**src/rtl/riscv_isa_pkg.sv**
```systemverilog
// riscv_isa_pkg: RV32I format tags, opcodes and immediate range limits shared by the encoder and its bench
package riscv_isa_pkg;
  localparam logic [2:0] FMT_R = 3'd0;
  localparam logic [2:0] FMT_I = 3'd1;
  localparam logic [2:0] FMT_S = 3'd2;
  localparam logic [2:0] FMT_B = 3'd3;
  localparam logic [2:0] FMT_U = 3'd4;
  localparam logic [2:0] FMT_J = 3'd5;
  localparam logic [6:0] OP_IMM = 7'h13;
  localparam logic [6:0] LOAD   = 7'h03;
  localparam logic [6:0] STORE  = 7'h23;
  localparam logic [6:0] AUIPC  = 7'h17;
  localparam logic [6:0] JAL    = 7'h6F;
  localparam logic [6:0] BRANCH = 7'h63;
  localparam logic [6:0] OP     = 7'h33;
  localparam int IMM12_MIN = -2048;
  localparam int IMM12_MAX = 2047;
  localparam int IMM13_MIN = -4096;
  localparam int IMM13_MAX = 4094;
  localparam int IMM21_MIN = -1048576;
  localparam int IMM21_MAX = 1048574;
endpackage

```
**src/rtl/imm_packer.sv**
```systemverilog
// imm_packer: (fmt, imm) -> immediate bits scattered into instruction positions plus range/illegal-format error
module imm_packer
  import riscv_isa_pkg::*;
(
  input  logic [2:0]  fmt,
  input  logic [31:0] imm,
  output logic [31:0] mask,
  output logic        err
);
  logic signed [31:0] s;
  assign s = $signed(imm);
  always_comb begin
    mask = 32'h0;
    err  = 1'b0;
    case (fmt)
      FMT_R: err = 1'b0;
      FMT_I: begin
        mask = {imm[11:0], 20'h0};
        err  = s < IMM12_MIN || s > IMM12_MAX;
      end
      FMT_S: begin
        mask = {imm[11:5], 13'h0, imm[4:0], 7'h0};
        err  = s < IMM12_MIN || s > IMM12_MAX;
      end
      FMT_B: begin
        mask = {imm[12], imm[10:5], 13'h0, imm[4:1], imm[11], 7'h0};
        err  = s < IMM13_MIN || s > IMM13_MAX || imm[0];
      end
      FMT_U: begin
        mask = {imm[31:12], 12'h0};
        err  = imm[11:0] != 12'h0;
      end
      FMT_J: begin
        mask = {imm[20], imm[10:1], imm[11], imm[19:12], 12'h0};
        err  = s < IMM21_MIN || s > IMM21_MAX || imm[0];
      end
      default: err = 1'b1;
    endcase
  end
endmodule

```
**src/rtl/instr_encoder.sv**
```systemverilog
// instr_encoder: registered RV32I encoder; in_* request fields -> out_word/out_err/out_addr with valid/ready on both sides
module instr_encoder
  import riscv_isa_pkg::*;
#(
  parameter logic [31:0] BASE_ADDR = 32'h0000_0000
) (
  input  logic        clock,
  input  logic        reset,
  input  logic        in_valid,
  output logic        in_ready,
  input  logic [2:0]  in_fmt,
  input  logic [6:0]  in_opcode,
  input  logic [4:0]  in_rd,
  input  logic [4:0]  in_rs1,
  input  logic [4:0]  in_rs2,
  input  logic [2:0]  in_funct3,
  input  logic [6:0]  in_funct7,
  input  logic [31:0] in_imm,
  output logic        out_valid,
  input  logic        out_ready,
  output logic [31:0] out_word,
  output logic [31:0] out_addr,
  output logic        out_err,
  output logic        err_sticky
);
  logic [31:0] imm_mask, enc_word, word_d, word_q, addr_d, addr_q;
  logic imm_err, legal, use_rd, use_rs1, use_rs2, use_f3, use_f7, accept, handshake;
  logic valid_d, valid_q, err_d, err_q, sticky_d, sticky_q;
  imm_packer u_imm_packer (
    .fmt  (in_fmt),
    .imm  (in_imm),
    .mask (imm_mask),
    .err  (imm_err)
  );
  always_comb begin
    legal     = in_fmt <= FMT_J;
    use_rd    = in_fmt inside {FMT_R, FMT_I, FMT_U, FMT_J};
    use_rs1   = in_fmt inside {FMT_R, FMT_I, FMT_S, FMT_B};
    use_rs2   = in_fmt inside {FMT_R, FMT_S, FMT_B};
    use_f3    = use_rs1;
    use_f7    = in_fmt == FMT_R;
    enc_word  = legal ? imm_mask | {use_f7 ? in_funct7 : 7'h0, use_rs2 ? in_rs2 : 5'h0,
                                    use_rs1 ? in_rs1 : 5'h0, use_f3 ? in_funct3 : 3'h0,
                                    use_rd ? in_rd : 5'h0, in_opcode} : 32'h0;
    in_ready  = !valid_q || out_ready;
    accept    = in_valid && in_ready;
    handshake = valid_q && out_ready;
    valid_d   = accept || (valid_q && !out_ready);
    word_d    = accept ? enc_word : word_q;
    err_d     = accept ? imm_err : err_q;
    sticky_d  = sticky_q || (accept && imm_err);
    addr_d    = handshake ? addr_q + 32'd4 : addr_q;
  end
  always_ff @(posedge clock or posedge reset) begin
    if (reset) begin
      valid_q  <= 1'b0;
      word_q   <= 32'h0;
      err_q    <= 1'b0;
      sticky_q <= 1'b0;
      addr_q   <= BASE_ADDR;
    end else begin
      valid_q  <= valid_d;
      word_q   <= word_d;
      err_q    <= err_d;
      sticky_q <= sticky_d;
      addr_q   <= addr_d;
    end
  end
  assign out_valid  = valid_q;
  assign out_word   = word_q;
  assign out_err    = err_q;
  assign out_addr   = addr_q;
  assign err_sticky = sticky_q;
endmodule
```
**config.mk**
```make
export PLATFORM = sky130hd
export DESIGN_NAME = instr_encoder
export DESIGN_NICKNAME = d
export VERILOG_FILES = /design/src/rtl/riscv_isa_pkg.sv /design/src/rtl/imm_packer.sv /design/src/rtl/instr_encoder.sv
export SDC_FILE = /design/constraint.sdc
export NUM_CORES = 1
export LEC_CHECK = 0
export CAP_MARGIN = 20
export CORE_ASPECT_RATIO = 2
export CORE_MARGIN = 2
export CORE_UTILIZATION = 48
export CTS_BUF_LIST = sky130_fd_sc_hd__clkbuf_8
export DETAILED_ROUTE_END_ITERATION = 8
export PLACE_DENSITY = 0.93
export SLEW_MARGIN = 10
export SYNTH_ARGS = -nofsm -noshare
export SYNTH_HDL_FRONTEND = slang
export SYNTH_SLANG_ARGS = --single-unit
```
**constraint.sdc**
```tcl
create_clock -name clock -period 3.65 [get_ports clock]
set_input_delay 0.365 -clock clock [delete_from_list [all_inputs] [get_ports clock]]
set_output_delay 0.365 -clock clock [all_outputs]
set_load 0.02 [all_outputs]
```
# == Yosys cells after proc, flatten, opt, wreduce, memory -nomap -nowiden ==
# Index checks and enable logic that the tools add are counted.
# classes
n_addsub,1
n_eq_ne,5
order_cmp,7
reduce_logical,20
n_mux,8
n_bitwise,1
# op_table
cell,count
case mux 32 bit (5 select lines),1
adder 32 x 3 -> 32 bit (second input constant),1
> comparator 32 x 12 -> 1 bit (second input constant),1
> comparator 32 x 13 -> 1 bit (second input constant),1
> comparator 32 x 21 -> 1 bit (second input constant),1
< comparator 32 x 12 -> 1 bit (second input constant),1
< comparator 32 x 13 -> 1 bit (second input constant),1
< comparator 32 x 21 -> 1 bit (second input constant),1
2-to-1 mux 32 bit,1
bitwise OR 32 bit,1
2-to-1 mux 5 bit,3
nonzero test 12 bit,1
logical OR 1 bit,8
nonzero test 4 bit,2
2-to-1 mux 7 bit,1
== test 3 x 2 -> 1 bit (second input constant),2
== test 3 bit (second input constant),2
case mux 1 bit (5 select lines),1
logical AND 1 bit,4
== test 3 x 1 -> 1 bit (second input constant),1
<= comparator 3 bit (second input constant),1
logical NOT 3 bit,1
2-to-1 mux 3 bit,1
nonzero test 3 bit,1
2 further kinds,3
# word_totals
in_bits,71
elab_cells,47
out_inout_bits,68
ff_bits,67

# == Depth between registers and ports, before layout ==
# Gate-level depths: netlist of the first run.
# logic_depth
word_depth,6
ltp_mapped,6
mapped_depth_nobuf,6

# == By module ==
# A second synthesis of the first run with hierarchy kept.
# hier_totals
cells_unflattened,399
area_unflattened_um2,3622.2
# by_module_without_submodules
mod,n_inst,area_per_inst_um2,cells_each
instr_encoder,1,2886.5,280
imm_packer,1,735.7,119

# == Worst setup path after synthesis of the first run ==
# OpenSTA, ideal clock, no wires.
# synth_path
path_type,register to register
startpoint,"register addr_q[7], in the netlist out_addr[7]"
endpoint,"register addr_q[29], in the netlist out_addr[29]"
stages_incl_launch_ff,7
setup_slack_ns,1.937
period_less_slack_ns,1.713
path_buffers,1
arrival_ns,1.583
required_ns,3.521
path_cell_list,dfrtp_1 -> and4_1 -> buf_2 -> and4_1 -> and4_1 -> nand4_1 -> xnor2_1
# synth_via
elab_chain_cells,1
# synth_rtl
item,line_no,rtl
start: declaration,instr_encoder.sv:26,"logic [31:0] imm_mask, enc_word, word_d, word_q, addr_d, addr_q;"
start signal: assignment,instr_encoder.sv:66,addr_q <= addr_d;
adder 32 x 3 -> 32 bit,instr_encoder.sv:52,addr_d = handshake ? addr_q + 32'd4 : addr_q;
# No other way between the ends.
# A chain may end at the register's enable or synchronous reset.

# == Final worst setup path of the first run ==
# layout_path
startpoint,input port out_ready
endpoint,output port in_ready
# layout_via
elab_chain_cells,1
# layout_rtl
item,line_no,rtl
start: declaration,instr_encoder.sv:20,"input logic out_ready,"
logical OR 1 bit,instr_encoder.sv:45,in_ready = !valid_q || out_ready;
end: declaration,instr_encoder.sv:10,"output logic in_ready,"
# No other way between the ends.

==> flow_metrics.tcl, run 1 <==
set metrics [dict create \
    outcome "completed" \
    final_cell_mix "136 x clkdlybuf4s50_1, 65 x dfrtp_1, 38 x nand2_1" \
    dr.pass1.iters 4 \
    start_util 0.500 \
    critPathTopFamily "buffers and inverters" \
    htreeDepth 3 \
    antenna_found_initial 0 \
    grt_pass1_vias 3356 \
    hold_buffers 0 \
    grt.overflow.total 0 \
    die_x_um 62.7 \
    tns_ns 0 \
    io-pin-count 139 \
    ys.flop_type "dfrtp_1" \
    post_cts_resized 0 \
    place_hpwl_um 7520 \
    cp_cell_sequence "clkdlybuf4s50_1 > nand2b_1 > clkdlybuf4s50_1" \
    clockBufferDepth 2 \
    finalMaxSlewViolations 0 \
    drive_gt1_frac 0.0525 \
    synth_area_per_cell_um2 9.70 \
    gp_congestion 0.910 \
    slowest_delay_ns 0.65 \
    synth-edff-count 0 \
    yosys_warnings 0 \
    yosysSeqAreaShare 0.492 \
    finClkSkew_ns 0.00557 \
    synthArstFlopShare 1.00 \
    drcViolationCount 0 \
    clock-sinks 65 \
    fillerInstances 497 \
    grt_usage 0.269 \
    hold_viol_final 0 \
    clk_latency_ns 0.34 \
    fin_area_mm2 0.00490 \
    rows 42 \
    cts_root_buf "clkbuf_8" \
    grt_max_degree 56 \
    internal-power_mw 1.34 \
    diodes 0 \
    portBuffers 136 \
    final_nets 546 \
    cp_max_fo 5 \
    postCtsSetupRepairBufs 0 \
    dieArea_mm2 0.00761 \
    netlist.top_cell.by_area "dfrtp_1" \
    dr_wl_met2_um 5480 \
    required_ns 3.28 \
    switching_share 0.314 \
    cp_slowest_cell "clkdlybuf4s50_1" \
    ys_ff_latch 65 \
    p_per_area_mw_per_mm2 400 \
    fmax_ghz 0.457 \
    pwr-share-clk 0.264 \
    period_minus_slack_ns 2.19 \
    core_mm2 0.00662 \
    ant_nets 0 \
    power_frac_comb 0.288 \
    arrival_ns 1.82 \
    placed_area_mm2 0.00474 \
    postLayoutCoreUtil 0.740 \
    drv_cap 0 \
    routed_wl_um 9760 \
    r2r_cells 6 \
    rsz0062_at_grt "no" \
    final_common_cell "clkdlybuf4s50_1" \
    wl_met1_um 3390 \
    start_kind "input pin" \
    endpoint_kind "primary output" \
    clk_pin_slew_ns 0.07 \
    timing.rr.start "out_addr[2]" \
    dr.max_layer_used "met4" \
    seqPwrFrac 0.448 \
    syn_to_final_growth_pct 48.0 \
    met3WireLength_um 578 \
    synthCells 341 \
    cts_tree "done" \
    num_vias 3254 \
    fin_crit_sh 0.599 \
    viasPerCell 5.77 \
    cts_buffers 9 \
    critical_path_class "in -> out" \
    wl_per_cell_um 17.3 \
    grt_pass1_wl_um 15900 \
    cp_common_cell "clkdlybuf4s50_1" \
    path_buf_inv 2 \
    synth_top_area_share 0.492 \
    die_y_um 121 \
    worst_slew_pin_slew_ns 0.823 \
    hold_path.class "in -> async" \
    reg2reg_to "out_addr[28]" \
    r2r_slack_ns 1.63 \
    dr.first_iter.drc_count 246 \
    setup_violations 0 \
    power.switching_mw 0.615 \
    slew-limit-headroom 0.452 \
    netlist_area_mm2 0.00331 \
    regArea_mm2 0.00163 \
    leakage_nw 2.03 \
    ys_top_cells_by_area "dfrtp_1 49%, a22oi_1 4.8%, xnor2_1 4.8%, nand2_1 4.4%, o21ai_0 4.4%" \
    multi_input_area_mm2 0.00157 \
    synth_cell_types 38 \
    ir_drop_v 0.000272 \
]
[power by group through the flow]
stage,registers (mW),clock network (mW),logic [mW]
detailed placement,0.888,0,0.566
floorplan,0.974,0,0.165
global route,0.886,0.559,0.607
finish,0.876,0.517,0.564
global placement,0.882,0,0.554
CTS,0.876,0.530,0.568
[worst max path at each step]
stage	start	endpoint	slack (ns)	cells after the start
CTS	out_ready	in_ready	1.49	3
floorplan	reset	err_sticky	1.66	1
detailed placement	in_fmt[2]	out_err	1.26	7
global placement	in_fmt[2]	out_err	1.31	7
finish	out_ready	in_ready	1.46	3
global route	in_fmt[2]	err_sticky	1.40	7
[layer usage]
| layer | vias to the layer above | GRT usage |
|---|---|---|
| met5 | - | 0 |
| met4 | 0 | 0.136 |
| met3 | 31 | 0.0612 |
| met2 | 152 | 0.497 |
| met1 | 1562 | 0.280 |
| li1 | 1509 | - |
[state kept, by name, summed over array words and instances, names as in the netlist]
signal / flops
out_err: 1
out_word: 32
out_valid: 1
out_addr: 30
err_sticky: 1
[stage by stage]
| stage | setup slack [ns] | total power [mW] | cells | hold WS [ns] |
|---|---|---|---|---|
| 2_1_floorplan | 1.66 | 1.14 | 342 | 0.473 |
| 3_3_place_gp | 1.31 | 1.44 | 551 | 0.460 |
| 3_5_place_dp | 1.26 | 1.45 | 551 | 0.469 |
| 4_1_cts | 1.49 | 1.97 | 564 | 0.425 |
| 5_1_grt | 1.40 | 2.05 | 564 | 0.469 |
| 6_report | 1.46 | 1.96 | 564 | 0.419 |
[layout make-up]
cell class,count,area share
flip-flops and latches,65,0.332
multi-input cells,249,0.321
repair buffers,142,0.287
clock buffers,10,0.0281
well taps,88,0.0225
inverters,7,0.00537
clock inverters,3,0.00409
[Yosys cell counts, drive strengths merged (2+ instances only)]
master	instances
dfrtp	65
nand2	39
o21ai	29
a22oi	22
xnor2	18
nand4	16
nor2	16
a21oi	15
clkbuf	13
a22o	11
nor2b	11
xor2	11
buf	8
nand3	8
inv	7
or4	7
and3	6
and4	6
o22a	6
mux2	3
nand2b	3
nor3	3
nor4	3
a32oi	2
mux2i	2
o211ai	2
[logic make-up after synthesis]
family / after synthesis / share of synthesized area
AO/OA/AOI/OAI: 93 / 0.187
XOR/XNOR: 29 / 0.0768
adder cells (fa/ha/maj): 1 / 0.00378
buffers and inverters: 28 / 0.0356
flip-flops: 65 / 0.492
multiplexers: 5 / 0.0163
other: 1 / 0.00113
AND/OR/NAND/NOR: 119 / 0.188
Note: power is estimated with default switching activity, not from simulation.
==> run 2: changes to the inputs <==
--- a/config.mk
+++ b/config.mk
@@ -8,10 +8,10 @@
 export CAP_MARGIN = 20
 export CORE_ASPECT_RATIO = 2
 export CORE_MARGIN = 2
-export CORE_UTILIZATION = 48
+export CORE_UTILIZATION = 44
 export CTS_BUF_LIST = sky130_fd_sc_hd__clkbuf_8
 export DETAILED_ROUTE_END_ITERATION = 8
-export PLACE_DENSITY = 0.93
+export PLACE_DENSITY = 0.86
 export SLEW_MARGIN = 10
 export SYNTH_ARGS = -nofsm -noshare
 export SYNTH_HDL_FRONTEND = slang
==> constraint.sdc (replaced) <==
create_clock -name clock -period 2.2 [get_ports clock]
set_input_delay 0.22 -clock clock [delete_from_list [all_inputs] [get_ports clock]]
set_output_delay 0.22 -clock clock [all_outputs]
set_load 0.02 [all_outputs]
==> run 2 against run 1 <==
  * Sequential share of layout area fell by 1.4 points
  * Combinational power rose by 71%
  * Clock power rose by 130%
  * Register-to-register slack got worse by 1.2 ns
  * Wire length is 1.1% higher
  * Count of clock-buffer cells in the layout is 1 lower
  * Sequential cell count unchanged
  * Largest cell class unchanged
  * Critical path depth rose by 3
  * Core utilization shrank 3.6 points
  * Die area increased by 8.6%
  * Critical endpoint is now err_sticky
  * Global-route usage down 2.1 points
==> flow_metrics.tcl, run 2 (synthesis results as in run 1) <==
set metrics [dict create \
    clock-sinks 65 \
    place_inst 569 \
    cts_buffers 9 \
    slew-limit-headroom 0.615 \
    syn_to_final_growth_pct 54.5 \
    arrival_ns 2.08 \
    hold_viol_final 0 \
    dr.pass1.iters 5 \
    final_common_cell "clkdlybuf4s50_1" \
    routed_wl_um 9870 \
    multi_input_area_mm2 0.00157 \
    instances_no_fill 585 \
    ir_drop_v 0.000463 \
    cp.depth 6 \
    p_per_area_mw_per_mm2 710 \
    path_buf_inv 1 \
    clk_pin_slew_ns 0.07 \
    drcViolationCount 0 \
    fillerInstances 576 \
    start_kind "input pin" \
    drive_gt1_frac 0.0811 \
    htreeDepth 3 \
    final_nets 560 \
    die_y_um 127 \
    p_total_mw 3.63 \
    grt_usage 0.249 \
    viasPerCell 5.68 \
    fmax_ghz 0.537 \
    dr.first_iter.drc_count 192 \
    r2r_cells 5 \
    rsz0062_at_grt "no" \
    diodes 0 \
    fin_crit_sh 0.846 \
    critPathTopFamily "simple AND/OR/NAND/NOR gates" \
    io-pin-count 139 \
    cp_slowest_cell "or4_1" \
    outcome "completed" \
    critical_path_class "in -> reg" \
    regArea_mm2 0.00163 \
    grt_pass1_vias 3271 \
    grt_pass1_wl_um 15800 \
    grt_max_degree 33 \
    wl_per_cell_um 16.9 \
    tns_ns 0 \
    cts_tree "done" \
    internal-power_mw 2.57 \
    hold_path.class "in -> async" \
    leakage_nw 2.16 \
    clockBufferDepth 2 \
    cp_max_fo 3 \
    finClkSkew_ns 0.00217 \
    r2r_slack_ns 0.44 \
    place_ws_ns 0.0141 \
    post_cts_resized 0 \
    setup_violations 0 \
    finalMaxSlewViolations 0 \
    power.switching_mw 1.05 \
    largest_register_ffs 32 \
    dieArea_mm2 0.00827 \
    final_cell_mix "136 x clkdlybuf4s50_1, 65 x dfrtp_1, 38 x nand2_1" \
    hold_buffers 0 \
    switching_share 0.291 \
    die_x_um 65.3 \
    timing.rr.start "out_addr[11]" \
    portBuffers 136 \
    antenna_found_initial 0 \
    slowest_delay_ns 0.55 \
    required_ns 2.42 \
    start_util 0.455 \
    endpoint_kind "flip-flop" \
    place_hpwl_um 7640 \
    postCtsSetupRepairBufs 0 \
    worst_slew_pin_slew_ns 0.577 \
    drv_cap 0 \
    gp_congestion 0.916 \
    hold_ws_ns 0.247 \
    clk_latency_ns 0.35 \
    reg2reg_to "out_addr[28]" \
    seqPwrFrac 0.400 \
    ant_nets 0 \
    num_vias 3323 \
    period_minus_slack_ns 1.86 \
    power_frac_comb 0.265 \
    pwr-share-clk 0.335 \
    cp_cell_sequence "clkdlybuf4s50_1 > nand4_1 > or4_1 > a211o_1 > a22oi_2 > o21ai_0" \
    core_mm2 0.00727 \
    grt.overflow.total 0 \
    rows 44 \
    cts_root_buf "clkbuf_8" \
    layout_setup_ws_ns 0.339 \
]
run 2: cell count changes in the layout (fill, tap and decap cells not counted):
| cell | previous run | this run |
|---|---|---|
| clkbuf_8 | 10 | 9 |
| buf_12 | 0 | 2 |
| buf_4 | 6 | 18 |
| clkinv_4 | 0 | 1 |
| clkinvlp_4 | 2 | 0 |
| inv_1 | 6 | 8 |
| bufinv_16 | 0 | 3 |
run 2: cell type report:
class,instances,area share
clock inverters,7,0.0218
well taps,92,0.0225
clock buffers,9,0.0242
inverters,7,0.00514
repair buffers,156,0.301
multi-input cells,249,0.307
flip-flops and latches,65,0.318
run 2: how the worst max path moves through the flow:
stage	startpoint	slack, ns	to
after floorplan	reset	0.35	err_sticky
after global placement	in_imm[16]	0.1	out_err
after detailed placement	in_imm[16]	0.01	err_sticky
after CTS	out_valid	0.35	in_ready
after global routing	out_addr[11]	0.26	out_addr[28]
final	in_imm[16]	0.34	err_sticky
run 2: worst register-to-register path: stages, from the launching register on:
cell and delay, ns:
dfrtp_1 0.44, and4_1 0.28, and3_1 0.34, nand4_1 0.23, nor2_1 0.20, xor2_1 0.18
run 2: metal layers:
| layer | up-vias | global-route usage | part of all wire |
|---|---|---|---|
| met5 | - | 0 | 0 |
| met4 | 0 | 0.113 | 0.034 |
| met3 | 27 | 0.0594 | 0.058 |
| met2 | 158 | 0.433 | 0.53 |
| met1 | 1599 | 0.281 | 0.37 |
| li1 | 1539 | - | - |
run 2: power groups by stage:
stage          logic (mW)  clock network (mW)  registers [mW]
2_1_floorplan       0.275                   0            1.62
3_3_place_gp        0.947                   0            1.46
3_5_place_dp        0.964                   0            1.47
4_1_cts             0.968                1.23            1.45
5_1_grt              1.03                1.29            1.47
6_report            0.962                1.21            1.45
run 2: per-stage QoR:
step           utilization  area, um^2
2_1_floorplan            -        3310
3_3_place_gp         0.671        4870
3_5_place_dp         0.671        4870
4_1_cts              0.703        5110
5_1_grt              0.703        5110
6_report             0.703        5110
==> run 3: changes to the inputs <==
--- a/config.mk
+++ b/config.mk
@@ -8,10 +8,10 @@
 export CAP_MARGIN = 20
 export CORE_ASPECT_RATIO = 2
 export CORE_MARGIN = 2
-export CORE_UTILIZATION = 44
+export CORE_UTILIZATION = 40
 export CTS_BUF_LIST = sky130_fd_sc_hd__clkbuf_8
 export DETAILED_ROUTE_END_ITERATION = 8
-export PLACE_DENSITY = 0.86
+export PLACE_DENSITY = 0.83
 export SLEW_MARGIN = 10
 export SYNTH_ARGS = -nofsm -noshare
 export SYNTH_HDL_FRONTEND = slang
==> constraint.sdc (replaced) <==
create_clock -name clock -period 1.6 [get_ports clock]
set_input_delay 0.16 -clock clock [delete_from_list [all_inputs] [get_ports clock]]
set_output_delay 0.16 -clock clock [all_outputs]
set_load 0.02 [all_outputs]
==> run 3 against run 2 <==
  * Sequential share of layout area shrank 2.4 points
  * Largest power group unchanged
  * Non-clock buffer count grew 49
  * Sequential power grew 37%
  * Clock skew grew 0.0020 ns
==> flow_metrics.tcl, run 3 (synthesis results as in run 1) <==
set metrics [dict create \
    tns_ns 0 \
    core_mm2 0.00817 \
    routed_wl_um 10900 \
    finalMaxSlewViolations 0 \
    finClkSkew_ns 0.00416 \
    htreeDepth 3 \
    p_total_mw 4.91 \
    clk_pin_slew_ns 0.07 \
    clock-sinks 65 \
    fmax_ghz 0.635 \
    portBuffers 136 \
    p_per_area_mw_per_mm2 882 \
    critPathTopFamily "buffers and inverters" \
    place_inst 620 \
    final_nets 609 \
    worst_slew_pin_slew_ns 0.601 \
    cp_max_fo 4 \
    dr.first_iter.drc_count 212 \
    start_kind "flip-flop" \
    place_hpwl_um 8380 \
    die_x_um 68.3 \
    rsz0062_at_grt "yes" \
    reg2reg_to "out_addr[29]" \
    dr_wl_met2_um 5940 \
    period_minus_slack_ns 1.57 \
    cts_buffers 9 \
    required_ns 1.44 \
    drcViolationCount 0 \
    cts_tree "done" \
    endpoint_kind "primary output" \
    start_util 0.405 \
    outcome "completed" \
    slowest_delay_ns 0.64 \
    grt_usage 0.252 \
    wl_met1_um 4010 \
    critical_path_class "reg -> out" \
    gp_congestion 0.952 \
    fin_crit_sh 0.984 \
    drive_gt1_frac 0.211 \
    antenna_found_initial 0 \
    num_vias 3492 \
    clockBufferDepth 2 \
    leakage_nw 2.63 \
    arrival_ns 1.41 \
    diodes 0 \
    final_cell_mix "102 x clkdlybuf4s50_1, 67 x buf_4, 57 x dfrtp_1" \
    final_common_cell "clkdlybuf4s50_1" \
    grt_max_degree 55 \
    met3WireLength_um 555 \
    dr.pass1.iters 4 \
    r2r_cells 5 \
    cp_slowest_cell "clkdlybuf4s50_1" \
    cp_cell_sequence "clkdlybuf4s50_1" \
    rows 47 \
    dr.max_layer_used "met4" \
    timing.rr.start "out_addr[7]" \
    hold_path.class "in -> async" \
    path_buf_inv 1 \
    ant_nets 0 \
    ir_drop_v 0.000438 \
    drv_cap 0 \
    grt_pass1_wl_um 17300 \
    slew-limit-headroom 0.598 \
    hold_ws_ns 0.210 \
    viasPerCell 5.46 \
    largest_register_ffs 32 \
    grt_pass1_vias 3687 \
    die_y_um 133 \
    fin_area_mm2 0.00556 \
    instances_no_fill 639 \
    r2r_slack_ns 0.07 \
    cts_root_buf "clkbuf_8" \
    placed_area_mm2 0.00524 \
    clk_latency_ns 0.34 \
    grt.overflow.total 0 \
    wl_per_cell_um 17.1 \
    syn_to_final_growth_pct 68.2 \
    dieArea_mm2 0.00906 \
    hold_viol_final 0 \
    setup_violations 0 \
    io-pin-count 139 \
]
[run 3: through the flow]
step | setup slack [ns] | util
finish | 0.0253 | 0.681
floorplan | 0.000474 | -
detailed placement | -0.522 | 0.641
global placement | -0.445 | 0.641
CTS | 0.00299 | 0.670
global route | -0.0241 | 0.681
[run 3: timing repair]
action                     CTS  global route
hold buffers                 0             0
setup buffers                3             1
setup endpoints to repair   18            21
gates resized for setup     23            29
pin swaps                    9             7
[run 3: worst max path at each step]
stage,to,start,cells past startpoint
2_1_floorplan,out_addr[28],out_addr[2],6
3_3_place_gp,err_sticky,in_imm[14],6
3_5_place_dp,out_err,in_imm[14],6
4_1_cts,out_addr[13],out_addr[13],2
5_1_grt,err_sticky,in_imm[0],6
6_report,out_addr[5],out_addr[5],1
[run 3: routing by layer]
| metal | up-vias | track usage |
|---|---|---|
| met2 | 144 | 0.447 |
| met4 | 0 | 0.124 |
| met1 | 1680 | 0.267 |
| li1 | 1631 | - |
| met5 | - | 0 |
| met3 | 37 | 0.0544 |
[run 3: power breakdown]
part	total (mW)	switching [mW]	internal, mW
clock	1.49	0.611	0.879
combinational	1.43	0.691	0.741
sequential	1.99	0.157	1.83
[run 3: final cells by class]
| class | count | area, um^2 |
|---|---|---|
| Fill cell | 629 | 2610 |
| Timing Repair Buffer | 205 | 1930 |
| Sequential cell | 65 | 1640 |
| Multi-Input combinational cell | 249 | 1640 |
| Clock buffer | 13 | 179 |
| Tap cell | 98 | 123 |
| Clock inverter | 2 | 35.0 |
| Inverter | 7 | 30.0 |
